[config.mk]
export PLATFORM = sky130hd
export DESIGN_NAME = adc_ddr_emu
export DESIGN_NICKNAME = d
export VERILOG_FILES = /design/src/rtl/adc_ddr_emu.sv
export SDC_FILE = /design/constraint.sdc
export NUM_CORES = 1
export LEC_CHECK = 0
export ABC_CLOCK_PERIOD_IN_PS = 4470
export CORE_MARGIN = 8
export CORE_UTILIZATION = 45
export DETAILED_ROUTE_END_ITERATION = 10
export PLACE_DENSITY = 0.7
export SYNTH_ARGS = -nofsm -noshare
export SYNTH_HDL_FRONTEND = slang
export SYNTH_SLANG_ARGS = --single-unit
[constraint.sdc]
create_clock -name clk -period 4.47 [get_ports clk]
set_clock_uncertainty 0.15 [all_clocks]
set_input_delay 0.447 -clock clk [delete_from_list [all_inputs] [get_ports clk]]
set_output_delay 0.447 -clock clk [all_outputs]
set_load 0.01 [all_outputs]
[src/rtl/adc_ddr_emu.sv]
// Emulated DDR-output ADC: per-channel words from test patterns or a stream FIFO,
// driven out two bits per lane per word (even bits while outclk is high, odd bits while low).
module adc_ddr_emu #(
    parameter int BITS       = 16,
    parameter int CHANNELS   = 1,
    parameter int FIFO_DEPTH = 16
) (
    input  logic                         clk,
    input  logic                         rst_n,
    input  logic                         en,
    input  logic [1:0]                   mode,
    input  logic [BITS-1:0]              const_val,
    input  logic [CHANNELS*BITS-1:0]     s_data,
    input  logic                         s_valid,
    output logic                         s_ready,
    input  logic                         clr_uflow,
    output logic                         outclk,
    output logic [CHANNELS*BITS/2-1:0]   d,
    output logic                         underrun,
    output logic [31:0]                  word_cnt
);

    localparam int LANES = BITS / 2;
    localparam int W     = CHANNELS * BITS;
    localparam int AW    = (FIFO_DEPTH > 1) ? $clog2(FIFO_DEPTH) : 1;

    localparam logic [1:0] MODE_CONST  = 2'd0;
    localparam logic [1:0] MODE_RAMP   = 2'd1;
    localparam logic [1:0] MODE_PRBS   = 2'd2;
    localparam logic [1:0] MODE_STREAM = 2'd3;

    localparam logic [AW:0] CNT_ONE  = (AW+1)'(1);
    localparam logic [AW:0] CNT_FULL = (AW+1)'(FIFO_DEPTH);

    typedef enum logic {IDLE, RUN} state_t;

    state_t             state;
    logic               ph;
    logic [W-1:0]       word_q;
    logic [W-1:0]       last;
    logic [BITS-1:0]    ramp;
    logic [14:0]        lfsr;

    logic [W-1:0]       mem [FIFO_DEPTH];
    logic [AW-1:0]      wr_ptr;
    logic [AW-1:0]      rd_ptr;
    logic [AW:0]        count;

    logic               fifo_empty;
    logic               fifo_full;
    logic               fetch;
    logic               pop;
    logic               push;
    logic [14:0]        lfsr_next;
    logic [W-1:0]       word_next;
    logic [CHANNELS*LANES-1:0] d_even;
    logic [CHANNELS*LANES-1:0] d_odd;

    assign fifo_empty = (count == '0);
    assign fifo_full  = (count == CNT_FULL);

    // A fetch happens on the edge that starts a word: leaving IDLE, or closing the odd half.
    assign fetch = en && ((state == IDLE) || ph);
    assign pop   = fetch && (mode == MODE_STREAM) && !fifo_empty;

    // A pop on this edge frees a slot, so a full FIFO can still accept alongside it.
    assign s_ready = !fifo_full || pop;
    assign push    = s_valid && s_ready;

    assign lfsr_next = {lfsr[13:0], lfsr[14] ^ lfsr[13]};

    // NOTE: every always_comb output gets a default before any branch so no latch is inferred.
    always_comb begin
        word_next = '0;
        for (int c = 0; c < CHANNELS; c++) begin
            case (mode)
                MODE_CONST: word_next[c*BITS +: BITS] = const_val;
                MODE_RAMP:  word_next[c*BITS +: BITS] = ramp + BITS'(c);
                MODE_PRBS:  word_next[c*BITS +: BITS] = BITS'(lfsr_next);
                default:    word_next[c*BITS +: BITS] = fifo_empty ? last[c*BITS +: BITS]
                                                                   : mem[rd_ptr][c*BITS +: BITS];
            endcase
        end
    end

    always_comb begin
        d_even = '0;
        d_odd  = '0;
        for (int c = 0; c < CHANNELS; c++) begin
            for (int k = 0; k < LANES; k++) begin
                d_even[c*LANES + k] = word_next[c*BITS + 2*k];
                d_odd[c*LANES + k]  = word_q[c*BITS + 2*k + 1];
            end
        end
    end

    // NOTE: FIFO storage has no reset; only the pointers and count define its contents.
    always_ff @(posedge clk) begin
        if (push) begin
            mem[wr_ptr] <= s_data;
        end
    end

    // NOTE: non-blocking assignments throughout, so every branch sees pre-edge state.
    always_ff @(posedge clk or negedge rst_n) begin
        if (!rst_n) begin
            state    <= IDLE;
            ph       <= 1'b0;
            outclk   <= 1'b0;
            d        <= '0;
            underrun <= 1'b0;
            word_cnt <= '0;
            word_q   <= '0;
            last     <= '0;
            ramp     <= '0;
            lfsr     <= 15'h7FFF;
            wr_ptr   <= '0;
            rd_ptr   <= '0;
            count    <= '0;
        end else begin
            if (push) wr_ptr <= wr_ptr + AW'(1);
            if (pop)  rd_ptr <= rd_ptr + AW'(1);
            case ({push, pop})
                2'b10:   count <= count + CNT_ONE;
                2'b01:   count <= count - CNT_ONE;
                default: count <= count;
            endcase

            // The later assignment wins, so a fresh underrun beats a simultaneous clear.
            if (clr_uflow) underrun <= 1'b0;
            if (fetch && (mode == MODE_STREAM) && fifo_empty) underrun <= 1'b1;

            if (fetch) begin
                state    <= RUN;
                ph       <= 1'b0;
                outclk   <= 1'b1;
                d        <= d_even;
                word_q   <= word_next;
                word_cnt <= (state == IDLE) ? 32'd1 : word_cnt + 32'd1;
                if (mode == MODE_RAMP) ramp <= ramp + BITS'(1);
                if (mode == MODE_PRBS) lfsr <= lfsr_next;
                if (pop)               last <= mem[rd_ptr];
            end else if ((state == RUN) && !ph) begin
                ph     <= 1'b1;
                outclk <= 1'b0;
                d      <= d_odd;
            end else begin
                state  <= IDLE;
                ph     <= 1'b0;
                outclk <= 1'b0;
                d      <= '0;
            end
        end
    end

endmodule
==> results.txt <==
The run finished with clean final reports. After detailed placement, the design holds a cell count of 1479. The floorplan step defined a die boundary enclosing 39700 um2. The classification of the worst setup path is flip-flop to flip-flop. The worst register-to-register path has a depth of 12. The die extent in y works out to 199 um. The dominant register cell in the synthesized netlist is sky130_fd_sc_hd__edfxtp_1. For the post-layout worst setup margin, the log shows 1.22 ns. Using the TritonRoute via totals, the vias-per-cell ratio works out to 5.55. Summing all non-filler instances in the final layout gives an area of 18000 um2.

Reg-to-reg critical path startpoint: count[1]$_DFFE_PN0P_. The worst setup path is launched from a flip-flop. The first global-routing pass estimated 51.9 mm of wire. Before antenna repair, the detailed router went through 5 iterations.

The final route contains 8626 vias. Via count of the first global-routing pass: 8867. Once the clock tree was built, the setup fixing pass inserted 0 buffers.

Global routing consumed, over all layers together, 17.0% of the routing resources. Setup repair after global routing left no endpoint under its margin. The logs give 1 for the number of buffers inserted for hold repair after clock tree synthesis and 3 for the clock tree buffer depth. The leakage power of the design was 6.39 nW; the pin count of the biggest net entering global routing was 54.

The clock net in this run drives a total of 368 sinks. The run gives 0.000386 V as the maximum resistive drop on vdd. The min-delay analysis places its worst path in the category flip-flop to flip-flop. The worst register-to-register path ends at count[4]$_DFFE_PN0P_.

The per-instance average area after synthesis is 15.6 um2, and the clock-pin slew on the worst setup and hold paths is 0.06 ns. For the total wire length after detailed routing, the log shows 33.4 mm. The non-filler instance count after layout was 1553. The portion of the post-synthesis area used by sequential elements is 69.5%.

For this design the top-level I/O count stands at 82. The number of antenna diodes in the final layout is 0. The run gives 16600 um2 as the area of placed instances. STA classifies the critical path endpoint as a flip-flop. Number of port buffers: 81.

In the routed design, unresolved DRC markers number 0. The logs give 33300 um2 for the total core area and 0 for the number of antenna violations at the first check in global routing. For this run, the top clock speed supported by timing is 0.308 GHz. For the net count after synthesis, the log shows 1019.

The final critical-path required period was 3.25 ns; the clock latency on the worst-skew pair was 0.55 ns. After floorplanning, the core was divided into 67 placement rows. For this configuration, the core starts out at a cell density of 45.4%. The global routing stage identified its most utilized layer as met2. The number of failing setup endpoints in the final timing report came out at 0.

The count of different cell masters after synthesis is 50, and the final critical-path share of the clock period is 72.6%. The worst-margin pin slew was 1.22 ns; the Yosys warning count was 0. In the final routed layout, each cell accounts on average for 21.5 um. The final hold slack came out at 0.326 ns.

The run gives 3.50 ns as the data arrival at the endpoint of the critical path. The tools report the worst slew slack as a fraction of its limit as 18.3%. For the post-cts repair resize count, the log shows 0.

The most critical setup path has its startpoint at count[1]$_DFFE_PN0P_. In this run, synthesis inferred 256 flip-flops with an integrated enable. Met1 capacity usage during global routing: 23.6%.

Summing internal, switching and leakage power gives 10.4 mW. Counting every instance in the synthesized netlist gives 969. The final standard cell utilization of the core is 54.0%.

The total clock buffers created by CTS was 40. In the final timing run, aggregate negative setup slack is 0 ns. The residual overflow from global routing was 0; the placer congestion estimate was 0.848.

Relative to the synthesized area, the layout overhead comes to 18.9%. For the worst setup path, the data required time is 4.73 ns. The worst setup timing slack at the placement stage is 0.943 ns. The number of slew-limit violations in the final report is 0, and the count of H-tree levels built during CTS is 2.

The register-to-register setup slack is 1.22 ns, and the post-synth design cell area is 15100 um2. The first-iteration detailed-routing DRC count was 844; the horizontal extent of the die was 199 um. The power per cell area is 579 nW/um2, and the share of flip-flops with an asynchronous set or reset after synthesis is 30.4%. After synthesis the netlist holds a flip-flop and latch count of 368. The number of hold violations in the final report is 0, and the met2 track demand over resource in global routing is 27.3%. TritonCTS built the clock tree. In this run the worst setup path terminates at count[4]$_DFFE_PN0P_. At the end of the flow, the number of nets in the layout was 1124. The cell at the root of the clock tree was sky130_fd_sc_hd__clkbuf_16. The tool flagged a number of max-cap violations equal to 0. For this run, global-route usage on met3 was measured as 3.12%.

Share of post-route cells with drive strength above 1: 18.8%. Detailed-placement wirelength estimate: 21.5 mm. In this run the worst path has a maximum fanout of 12.

For the number of nets still failing antenna checks after routing, the log shows 0.
## placed cells by master (no fill, tap or decap), drive strengths merged, types with 11 or more instances in the layout
| cell | count |
|---|---|
| a22oi | 16 |
| dfrtp | 97 |
| mux4 | 64 |
| buf | 30 |
| nand4 | 17 |
| clkdlybuf4s50 | 80 |
| nor4 | 14 |
| mux2 | 18 |
| a21oi | 19 |
| nor3 | 21 |
| nand2 | 89 |
| clkbuf | 49 |
| nand3 | 16 |
| clkinv | 18 |
| dfstp | 15 |
| edfxtp | 256 |
| xnor2 | 40 |
| a22o | 17 |
| nor2b | 11 |
| nor2 | 64 |
| o21ai | 23 |
| inv | 22 |
## how the worst min path moves through the flow
stage,start,end,slack [ns],cells past startpoint
finish,last[13]$_DFFE_PN0P_,last[13]$_DFFE_PN0P_,0.33,2
CTS,word_q[15]$_DFFE_PN0N_,d[7]$_DFF_PN0_,0.32,2
detailed placement,word_q[15]$_DFFE_PN0N_,d[7]$_DFF_PN0_,0.31,2
global route,word_q[15]$_DFFE_PN0N_,d[7]$_DFF_PN0_,0.36,2
floorplan,rst_n,count[0]$_DFFE_PN0P_,0.001,0
global placement,last[11]$_DFFE_PN0P_,last[11]$_DFFE_PN0P_,0.31,2
## Yosys cell counts, types with 11 or more instances
cell type                  number  area share [%]
sky130_fd_sc_hd__nor2b_1       11            0.46
sky130_fd_sc_hd__a22o_1        17            0.98
sky130_fd_sc_hd__nand3_1       16            0.53
sky130_fd_sc_hd__a21oi_1       19            0.63
sky130_fd_sc_hd__nand4_1       17            0.70
sky130_fd_sc_hd__nor3_1        21            0.69
sky130_fd_sc_hd__nor2_1        64             1.6
sky130_fd_sc_hd__nand2_1       89             2.2
sky130_fd_sc_hd__o21ai_0       23            0.76
sky130_fd_sc_hd__nor4_1        14            0.58
sky130_fd_sc_hd__dfstp_2       15             2.6
sky130_fd_sc_hd__edfxtp_1     256              51
sky130_fd_sc_hd__dfrtp_1       97              16
sky130_fd_sc_hd__inv_1         21            0.52
sky130_fd_sc_hd__clkbuf_1      34            0.84
sky130_fd_sc_hd__xnor2_1       40             2.3
sky130_fd_sc_hd__mux2_2        18             1.3
sky130_fd_sc_hd__a22oi_1       16            0.79
sky130_fd_sc_hd__mux4_2        64             9.5
## cell families after synthesis
family / after synthesis / share of synthesized area, %
compound gates: 112 / 5.13
xor+xnor: 48 / 2.78
fa+ha+maj: 11 / 0.960
buf+inv: 71 / 1.81
flops: 368 / 69.5
mux: 91 / 11.5
simple gates: 268 / 8.36
## worst max-delay path, stage by stage (launching register included)
cell                      delay [ns]
sky130_fd_sc_hd__dfrtp_1        0.41
sky130_fd_sc_hd__or4_1          0.60
sky130_fd_sc_hd__nor2_1         0.30
sky130_fd_sc_hd__nor2_1         0.09
sky130_fd_sc_hd__buf_4          0.19
sky130_fd_sc_hd__nand2_1        0.11
sky130_fd_sc_hd__inv_1          0.11
sky130_fd_sc_hd__ha_1           0.33
sky130_fd_sc_hd__nor2b_1        0.14
sky130_fd_sc_hd__o21ai_0        0.20
sky130_fd_sc_hd__nor4b_1        0.26
sky130_fd_sc_hd__a31oi_1        0.08
sky130_fd_sc_hd__xnor2_1        0.14
## flip-flops by register name, indices dropped and copies added, names as in the netlist, 4 cells and up
signal    flops
mem         256
word_q        8
last         16
lfsr         15
d             8
wr_ptr        4
rd_ptr        4
count         5
ramp         16
word_cnt     32
## where the power goes
| group | internal, mW | switching (mW) | total [mW] |
|---|---|---|---|
| combinational | 1.16 | 1.40 | 2.56 |
| clock | 2.02 | 1.33 | 3.35 |
| sequential | 4.13 | 0.379 | 4.51 |
| total | 7.31 | 3.11 | 10.4 |
## final cells by class
class,instances,area [um2]
Inverter,23,86.3
Fill cell,2670,15300
Tap cell,448,561
Clock buffer,49,1080
Multi-Input combinational cell,530,4400
Sequential cell,368,10500
Timing Repair Buffer,111,1060
Clock inverter,24,285
## layer usage
metal,vias up,share of wire (%)
li1,3910,-
met1,4381,43
met2,288,48
met3,47,6.9
met4,0,2.3
met5,-,0
Power figures use the tool's default switching activity.
